[config.mk]
export PLATFORM = sky130hd
export DESIGN_NAME = mux_nt1_pipe
export DESIGN_NICKNAME = d
export VERILOG_FILES = /design/src/rtl/mux_nt1_pipe.sv
export SDC_FILE = /design/constraint.sdc
export NUM_CORES = 1
export LEC_CHECK = 0
export ABC_CLOCK_PERIOD_IN_PS = 2600
export BUFFER_PORTS_ARGS = -buffer_cell sky130_fd_sc_hd__buf_2
export CORE_MARGIN = 2
export CORE_UTILIZATION = 40
export DETAILED_ROUTE_END_ITERATION = 8
export PLACE_DENSITY = 0.78
export SYNTH_ARGS = -nofsm -noshare
export SYNTH_HDL_FRONTEND = slang
export SYNTH_SLANG_ARGS = --single-unit
[constraint.sdc]
create_clock -name clk -period 2.6 [get_ports clk]
set_clock_uncertainty 0.1 [all_clocks]
set_input_delay 0.52 -clock clk [delete_from_list [all_inputs] [get_ports clk]]
set_output_delay 0.52 -clock clk [all_outputs]
set_load 0.1 [all_outputs]
[src/rtl/mux_nt1_pipe.sv]
// mux_nt1_pipe: N-to-1 channel multiplexer with a single registered output
// stage and valid/ready handshaking. MODE 0 picks the channel from s;
// MODE 1 round-robins among the channels presenting valid data.
module mux_nt1_pipe #(
  parameter int WIDTH = 32,
  parameter int CH    = 4,
  parameter int MODE  = 0,
  localparam int SELW = (CH > 2) ? $clog2(CH) : 1
) (
  input  logic                  clk,
  input  logic                  rst,
  input  logic [CH*WIDTH-1:0]   I,
  input  logic [CH-1:0]         in_valid,
  output logic [CH-1:0]         in_ready,
  input  logic [SELW-1:0]       s,
  output logic [WIDTH-1:0]      o,
  output logic                  o_valid,
  input  logic                  o_ready,
  output logic [SELW-1:0]       o_ch
);

  // Output register stage and round-robin pointer.
  logic [WIDTH-1:0] o_q, o_d;
  logic             o_valid_q, o_valid_d;
  logic [SELW-1:0]  o_ch_q, o_ch_d;
  logic [SELW-1:0]  ptr_q, ptr_d;

  // Arbitration results.
  logic             ld_s;
  logic             found_s;
  logic [SELW-1:0]  sel_idx_s;
  logic [CH-1:0]    in_ready_s;
  logic [WIDTH-1:0] sel_data_s;
  logic             xfer_s;

  // Channel choice and combinational accept strobes; the register only
  // accepts when it is empty or being drained, and never during reset.
  always_comb begin
    int idx;
    ld_s       = (!o_valid_q | o_ready) & !rst;
    found_s    = 1'b0;
    sel_idx_s  = {SELW{1'b0}};
    in_ready_s = {CH{1'b0}};
    idx        = 0;
    if (MODE == 0) begin
      // Strobe depends only on s and ld, never on in_valid; out-of-range
      // s matches no channel so nothing is accepted.
      for (int k = 0; k < CH; k++) begin
        if (int'(s) == k) begin
          in_ready_s[k] = ld_s;
          sel_idx_s     = SELW'(k);
        end else begin
          in_ready_s[k] = in_ready_s[k];
        end
      end
    end else begin
      // Search upward from ptr+1, wrapping, for the first valid channel.
      for (int i = 1; i <= CH; i++) begin
        idx = (int'(ptr_q) + i) % CH;
        for (int k = 0; k < CH; k++) begin
          if (!found_s && (k == idx) && in_valid[k]) begin
            found_s   = 1'b1;
            sel_idx_s = SELW'(k);
          end else begin
            found_s   = found_s;
          end
        end
      end
      for (int k = 0; k < CH; k++) begin
        if (found_s && (int'(sel_idx_s) == k)) begin
          in_ready_s[k] = ld_s;
        end else begin
          in_ready_s[k] = 1'b0;
        end
      end
    end
  end

  // Data mux for the chosen channel and transfer detection.
  always_comb begin
    sel_data_s = {WIDTH{1'b0}};
    for (int k = 0; k < CH; k++) begin
      if (int'(sel_idx_s) == k) begin
        sel_data_s = I[k*WIDTH +: WIDTH];
      end else begin
        sel_data_s = sel_data_s;
      end
    end
    xfer_s = |(in_valid & in_ready_s);
  end

  // Next-state: load on transfer, clear valid on a pure drain, else hold.
  always_comb begin
    o_d       = o_q;
    o_valid_d = o_valid_q;
    o_ch_d    = o_ch_q;
    ptr_d     = ptr_q;
    if (xfer_s) begin
      o_d       = sel_data_s;
      o_ch_d    = sel_idx_s;
      o_valid_d = 1'b1;
      ptr_d     = sel_idx_s;
    end else if (o_ready) begin
      o_valid_d = 1'b0;
    end else begin
      o_valid_d = o_valid_q;
    end
  end

  // State registers; reset leaves ptr at CH-1 so channel 0 wins first.
  always_ff @(posedge clk) begin
    if (rst) begin
      o_q       <= {WIDTH{1'b0}};
      o_valid_q <= 1'b0;
      o_ch_q    <= {SELW{1'b0}};
      ptr_q     <= SELW'(CH - 1);
    end else begin
      o_q       <= o_d;
      o_valid_q <= o_valid_d;
      o_ch_q    <= o_ch_d;
      ptr_q     <= ptr_d;
    end
  end

  assign in_ready = in_ready_s;
  assign o        = o_q;
  assign o_valid  = o_valid_q;
  assign o_ch     = o_ch_q;

endmodule

Word level (Yosys, flattened, before mapping)
Cells that the tools add are included.
{ "totals": {"ff_bits": 35, "memories": 0, "in_bits": 137, "latch_bits": 0, "romBits": 0, "ramBits": 0, "out_inout_bits": 39} }
{ "op_classes": {"n_reduce_logical": 6, "n_eq_ne": 6, "bitwise_logic": 3, "div": 0, "add_sub_neg": 0, "muxes": 13, "n_shift": 0, "n_mul": 0, "n_lt_le_gt_ge": 0} }
{ "op_table": {"columns": ["op", "count"], "rows": [
  ["32-bit 2-to-1 mux", 4],
  ["2-bit equality test, second input constant", 4],
  ["1-bit 2-to-1 mux", 7],
  ["4-bit AND", 1],
  ["2-bit by 1-bit equality test with 1-bit output, second input constant", 2],
  ["2-bit logical NOT", 2],
  ["2-bit 2-to-1 mux", 2],
  ["4-bit OR reduction", 1],
  ["1-bit logical NOT", 2],
  ["2-bit nonzero test", 1],
  ["1-bit AND", 1],
  ["1-bit OR", 1]
]} }

Logic depth before layout (Yosys ltp)
Gate-level depths: netlist of run 1.
{ "logic_depth": {"ltp_word": 9, "depth_mapped": 6} }

Worst setup path before layout of run 1
No wires, ideal clock.
{ "synth_path": {"kind": "flip-flop to output port", "from": "register o_valid_q (netlist: o_valid)", "to": "output in_ready[0]", "path_slack_ns": -0.710, "arrival_time_ns": 2.690, "path_stages_with_launch": 5, "t_required_ns": 1.980, "path_cell_list": "dfxtp_1 nand2b_1 clkbuf_1 nor3b_1 nor2b_1"} }
{ "synth_via": {"elab_chain_len": 4} }
{ "synth_lines": {"columns": ["item", "line", "text"], "rows": [
  ["start: declaration", "24", "logic o_valid_q, o_valid_d;"],
  ["start signal: assignment", "119", "o_valid_q <= o_valid_d;"],
  ["1-bit logical NOT", "40", "ld_s = (!o_valid_q | o_ready) & !rst;"],
  ["1-bit OR", "40", null],
  ["1-bit AND", "40", null],
  ["1-bit 2-to-1 mux", "49", "if (int'(s) == k) begin"],
  ["end: declaration", "14", "output logic [CH-1:0] in_ready,"]
]} }
No other way between the ends.

Worst setup path in the final report of run 1
{ "layout_path": {"from": "input o_ready", "to": "output in_ready[0]"} }
{ "layout_via": {"elab_chain_len": 3} }
{ "layout_lines": {"columns": ["item", "line", "text"], "rows": [
  ["start: declaration", "18", "input logic o_ready,"],
  ["1-bit OR", "40", null],
  ["1-bit AND", "40", null],
  ["1-bit 2-to-1 mux", "49", null]
]} }
No other way between the ends.

==> results_dict.tcl, run 1 <==
set metrics [dict create \
    result_of_the_run "complete, no violations" \
    clock_tree.buffer_depth 2 \
    cts.repair_timing.setup_buffer_count 0 \
    row_count 29 \
    flow.area_growth_from_synthesis_pct 40.0 \
    grt_pass1_wl_um 11500 \
    ys_ff_latch 35 \
    timing.reg2reg.setup_slack_ns 1.24 \
    worst_ir_drop_vdd_mv 0.305 \
    worst-setup-path-type "in -> out" \
    timing.final.crit_period_ns 2.12 \
    synth_top_cells_by_area "mux4_2 29%, dfxtp_1 28%, a31o_1 11%" \
    tritoncts.num_buffers 5 \
    worst_r2r_src "o_valid$_SDFFE_PP0P_" \
    postCtsHoldBufs 0 \
    timing.reg2reg.worst_path_depth 4 \
    ports_placed_on_the_boundary 176 \
    timing.hold.worst.class "reg -> reg" \
    place.port_buffers 175 \
    fin_worst_hold_slack_ns 0.431 \
    synth.yosys.seq_area_share_pct 27.5 \
    routability_driven_placement_congestion_ratio 0.756 \
    antennaDiodeCount 0 \
    grt_pass1_vias 2503 \
    unique_cell_type_count_in_the_yosys_netlist 22 \
    topRoutingLayerUsed "met4" \
    global_route.overflow_total 0 \
    timing.critical_path.required_ns 1.98 \
    clock_tree.root_cell "clkbuf_8" \
    grt_antenna_before_repair 0 \
    post-route-drc-count 0 \
    route.met3.wl_um 492 \
    syn-num-nets 383 \
    worst_pin_slew_ns 0.624 \
    vias 2597 \
    cts_max_level 2 \
    setup_viol 0 \
    ctsResizeCount 0 \
    design.core.area_mm2 0.00624 \
    dpl.hpwl_um 5370 \
    drt_pass_1_iters 4 \
    timing.final.hold_violations 0 \
    power_density_mw_per_mm2 511 \
    initial_core_util_pct 40.8 \
    synthesis.area_per_instance_um2 10.3 \
    met2RoutedLength_um 3660 \
    pre_cts_setup_slack_ns 0.467 \
    startpoint "o_ready" \
    dpl_cell_area_mm2 0.00345 \
    tritoncts "done" \
    timing.final.ws_setup_ns 0.483 \
    globalRouteTotalUtil_pct 19.8 \
    max_clock_freq_mhz 472 \
    clkSinkCount 35 \
    grt_start_max_net_pins 68 \
    detail_route.wirelength_um 6970 \
    leakage_power_nw 1.57 \
    endpoint_kind "output port" \
    drt-vias-per-instance 5.39 \
    die_height_um 83.8 \
    detail_route.wl_per_cell_um 14.5 \
    max_transition_viols_final 0 \
    netlist_instances 246 \
    worstSetupStartpointType "input port" \
    die_area_mm2 0.00702 \
    dr.first_iter.drc_count 79 \
    yosys_warnings 0 \
    clkLatencyLatePin_ns 0.28 \
    worst-path-max-fanout 5 \
    overall_power_of_the_completed_layout_w 0.00182 \
    rsz0062_at_grt "no" \
    antenna_violating_nets_post_route 0 \
    cap_violations 0 \
    layout.core_utilization_pct 57.1 \
    arrival_ns 1.50 \
    reg2reg_to "o_ch[0]$_SDFFE_PP0P_" \
    floorplan.die.width_um 83.8 \
    num-nets-final 541 \
    postLayoutCellArea_mm2 0.00356 \
    synth.cell_area_mm2 0.00254 \
    cell_type_with_the_highest_aggregate_area_in_the_netlist "mux4_2" \
    min_period_over_period_pct 81.4 \
    slew_headroom_pct 58.4 \
    routedLengthMet1_um 2700 \
    worst_setup_path_endpoint "in_ready[0]" \
    drive_above_1_share_pct 60.7 \
    clk_transition_reported_paths_ns 0.07 \
    synthDominantCellAreaShare_pct 29.2 \
]
state kept, by name, indices dropped and copies added (netlist names):
register  count
o_ch          2
o            32
o_valid       1
logic make-up (layout without fill, tap and decap cells):
group | Yosys count | in the layout | synth area share (%)
and+or+nand+nor | 39 | 39 | 9.88
DFF | 35 | 35 | 27.5
muxes | 34 | 34 | 29.6
AOI/OAI and AO/OA | 69 | 69 | 20.5
buffers and inverters | 69 | 228 | 12.4
where the power goes:
part | internal [W] | switching, W | total [W]
clock network | 0.000310 | 0.000198 | 0.000508
logic | 0.000246 | 0.000479 | 0.000725
registers | 0.000573 | 0.0000164 | 0.000589
total | 0.00113 | 0.000694 | 0.00182
per-stage QoR:
stage / std cells / setup TNS, ns
after floorplan: 246 / -0.195
after global placement: 474 / 0
after detailed placement: 474 / 0
after CTS: 482 / 0
after global routing: 482 / 0
final: 482 / 0
Yosys cell counts:
| library cell | n |
|---|---|
| dfxtp_1 | 35 |
| inv_1 | 34 |
| a31o_1 | 33 |
| mux4_2 | 33 |
| nand4_1 | 33 |
| a21oi_1 | 21 |
| clkbuf_1 | 20 |
| a21oi_2 | 13 |
| buf_6 | 5 |
| buf_2 | 4 |
| buf_4 | 4 |
| a211oi_1 | 1 |
| a31oi_1 | 1 |
| and2_1 | 1 |
| and4_1 | 1 |
| and4b_1 | 1 |
| buf_1 | 1 |
| inv_2 | 1 |
| mux2_1 | 1 |
| nand2b_1 | 1 |
| nor2b_1 | 1 |
| nor3b_1 | 1 |
per-layer routing:
| layer | global-route usage (%) | vias up |
|---|---|---|
| met4 | 6.16 | 0 |
| met2 | 34.7 | 112 |
| met3 | 4.55 | 10 |
| li1 | - | 1263 |
| met5 | 0 | - |
| met1 | 24.2 | 1212 |
worst min path at each step:
stage                            start                    to  cells past startpoint  slack (ns)
floorplan                  in_valid[0]  o_ch[1]$_SDFFE_PP0P_                      2        0.63
global placement    o[14]$_SDFFE_PP0P_    o[14]$_SDFFE_PP0P_                      3        0.41
detailed placement  o[19]$_SDFFE_PP0P_    o[19]$_SDFFE_PP0P_                      3        0.42
CTS                 o[19]$_SDFFE_PP0P_    o[19]$_SDFFE_PP0P_                      3        0.43
global route        o[12]$_SDFFE_PP0P_    o[12]$_SDFFE_PP0P_                      3        0.46
finish              o[19]$_SDFFE_PP0P_    o[19]$_SDFFE_PP0P_                      3        0.43
placed cells by master, fill, tap and decap left out, types with 2 or more instances in the layout:
cell type	instances
a21oi_1	21
buf_4	10
a21oi_2	13
buf_2	173
dfxtp_1	35
clkbuf_8	6
buf_12	2
inv_1	33
a31o_1	33
mux4_2	33
nand4_1	33
inv_2	2
critical path, cell delays in order:
cell and delay, ns:
buf_2 0.07, nand2b_2 0.15, nor3b_1 0.32, nor2b_2 0.25
buf_12 0.19
layout make-up:
cell class              instances  area (um^2)
inverters                      35          131
multi-input cells             142         1540
well taps                      77         96.3
repair buffers                185          981
clock buffers                   6         82.6
fillers                       578         2680
clock inverters                 2         35.0
flip-flops and latches         35          701
Note: power is estimated with default switching activity, not from simulation.
==> run 2: changes to the inputs <==
--- a/config.mk
+++ b/config.mk
@@ -5,10 +5,10 @@
 export SDC_FILE = /design/constraint.sdc
 export NUM_CORES = 1
 export LEC_CHECK = 0
-export ABC_CLOCK_PERIOD_IN_PS = 2600
+export ABC_CLOCK_PERIOD_IN_PS = 1700
 export BUFFER_PORTS_ARGS = -buffer_cell sky130_fd_sc_hd__buf_2
 export CORE_MARGIN = 2
-export CORE_UTILIZATION = 40
+export CORE_UTILIZATION = 38
 export DETAILED_ROUTE_END_ITERATION = 8
 export PLACE_DENSITY = 0.78
 export SYNTH_ARGS = -nofsm -noshare
==> constraint.sdc (replaced) <==
create_clock -name clk -period 1.7 [get_ports clk]
set_clock_uncertainty 0.1 [all_clocks]
set_input_delay 0.34 -clock clk [delete_from_list [all_inputs] [get_ports clk]]
set_output_delay 0.34 -clock clk [all_outputs]
set_load 0.1 [all_outputs]
==> run 2 against run 1 <==
Effect of this change: clock-buffer cell count increased by 1; utilization increased by 0.41 points; die area increased by 5.0%; combinational power increased by 60%; setup slack got worse by 0.55 ns; flip-flop and latch count unchanged; the flow now finishes with violations (design-rule violations, negative setup slack); sequential power increased by 53%; total power increased by 48%.
==> results_dict.tcl, run 2 (synthesis gave the netlist of run 1 again) <==
set metrics [dict create \
    clock_tree.buffer_depth 2 \
    worst-setup-path-type "reg -> out" \
    worst-path-max-fanout 4 \
    result_of_the_run "finished with violations" \
    cap_violations 0 \
    tritoncts.num_buffers 5 \
    global_route.overflow_total 0 \
    clk_transition_reported_paths_ns 0.07 \
    share_comb_of_total_power_pct 43.3 \
    antenna_violating_nets_post_route 0 \
    drt-vias-per-instance 5.50 \
    switching_power_w 0.00107 \
    rsz0062_at_grt "yes" \
    max_transition_viols_final 0 \
    layout.cells.most_common_list "171 x buf_2, 34 x dfxtp_1" \
    clockPowerShare_pct 23.1 \
    grt_antenna_before_repair 0 \
    globalRouteTotalUtil_pct 21.0 \
    flow.area_growth_from_synthesis_pct 45.1 \
    antennaDiodeCount 0 \
    power.sequential.fraction_pct 33.6 \
    power_density_mw_per_mm2 728 \
    pre_cts_setup_slack_ns -0.128 \
    failed_checks "design-rule violations, negative setup slack" \
    clock_tree.root_cell "clkbuf_8" \
    worstSetupStartpointType "register" \
    sequential_cell_area_um2 704 \
    grt_pass1_vias 2753 \
    finalSetupTns_ns -0.127 \
    routability_driven_placement_congestion_ratio 0.791 \
    switching_share_pct 39.9 \
    multiInputGateArea_mm2 0.00156 \
    min_delay_path_depth 3 \
    largest_register_ff_count 32 \
    row_count 29 \
    setup_viol 2 \
    detail_route.wirelength_um 7750 \
    cell_internal_pwr_w 0.00162 \
    grt_start_max_net_pins 69 \
    initial_core_util_pct 39.6 \
    timing.critical_path.max_delay_family "simple AND/OR/NAND/NOR gates" \
    grt_pass1_wl_um 12400 \
    design.core.area_mm2 0.00642 \
    layout_commonest_cell "buf_2" \
    timing.final.crit_period_ns 1.77 \
    max_clock_freq_mhz 565 \
    die_height_um 85.8 \
    cts_max_level 2 \
    endpoint_kind "output port" \
    arrival_ns 1.33 \
    drive_above_1_share_pct 61.7 \
    timing.final.hold_violations 0 \
    timing.reg2reg.worst_path_depth 5 \
    min_period_over_period_pct 104 \
    crit_slowest_cell "dfxtp_4" \
    detail_route.wl_per_cell_um 15.8 \
    timing.critical_path.required_ns 1.26 \
    clkLatencyLatePin_ns 0.28 \
    worst_pin_slew_ns 0.505 \
    vias 2697 \
    post-route-drc-count 7 \
    num-nets-final 549 \
    slew_headroom_pct 66.6 \
    num-fill-cells 580 \
    leakage_power_nw 1.62 \
    tritoncts "done" \
    floorplan.die.width_um 85.8 \
    cp_cell_sequence "nand2b_4 > nor3b_4 > nor2b_4 > buf_12" \
    ports_placed_on_the_boundary 176 \
    dpl.hpwl_um 6090 \
    postCtsHoldBufs 0 \
    drt_pass_1_iters 8 \
    cp.buffers_inverters 1 \
    cpPeakStageDelay_ns 0.35 \
    place.port_buffers 175 \
    count_of_cell_instances_traversed_by_the_critical_path 4 \
    dr.first_iter.drc_count 128 \
    timing.hold.worst.class "in -> reg" \
    worst_ir_drop_vdd_mv 0.290 \
    clkSinkCount 35 \
    die_area_mm2 0.00737 \
    timing.final.ws_setup_ns -0.0705 \
]
==> run 2: metal layers <==
layer  global-route usage, %  wire length, um  share of wire, %  vias up
met5                       0                0                 0        -
met4                    8.80              200               2.6        0
met3                    4.04              455               5.9       20
met2                    37.6             4030                52      121
met1                    24.4             3070                40     1274
li1                        -                -                 -     1282
==> run 2: repair_timing <==
action / CTS / global route
pin swaps: 1 / 0
endpoints found under the hold margin: 0 / 0
gates resized for setup: 1 / 0
setup buffers: 1 / 0
endpoints found under the setup margin: 4 / 4
==> run 2: final cells by class <==
cell class              instances  area share [%]
repair buffers                193            30.0
clock inverters                 1           0.136
inverters                      35            3.56
clock buffers                   7            2.34
multi-input cells             142            42.3
well taps                      77            2.61
flip-flops and latches         35            19.1
==> run 2: power groups by stage <==
stage	clock network (W)	logic (W)	registers, W
2_1_floorplan	0	0.000471	0.00132
3_3_place_gp	0	0.00114	0.000919
3_5_place_dp	0	0.00116	0.000922
4_1_cts	0.000642	0.00117	0.000904
5_1_grt	0.000677	0.00123	0.000911
6_report	0.000621	0.00116	0.000904
==> run 2: final timing paths <==
check,startpoint,endpoint,slack [ns]
worst max-delay path,o_valid$_SDFFE_PP0P_,in_ready[0],-0.07
worst min-delay path,in_valid[1],o_ch[1]$_SDFFE_PP0P_,0.28
worst max register to register,o_valid$_SDFFE_PP0P_,o[26]$_SDFFE_PP0P_,0.33
worst min register to register,o[11]$_SDFFE_PP0P_,o[11]$_SDFFE_PP0P_,0.43
==> run 2: per-stage QoR <==
step / hold WS [ns] / instances / utilization (%) / power [W] / cell area (um^2)
after global routing: 0.294 / 490 / 57.5 / 0.00282 / 3690
after global placement: 0.417 / 481 / 55.9 / 0.00206 / 3590
after CTS: 0.277 / 490 / 57.5 / 0.00271 / 3690
after floorplan: 0.451 / 246 / - / 0.00179 / 2600
final: 0.285 / 490 / 57.5 / 0.00269 / 3690
after detailed placement: 0.418 / 481 / 55.9 / 0.00208 / 3590
==> run 2: tightest hold or removal path: stages <==
cell and delay (ns):
buf_2 0.09, mux2_1 0.12, a211oi_1 0.07
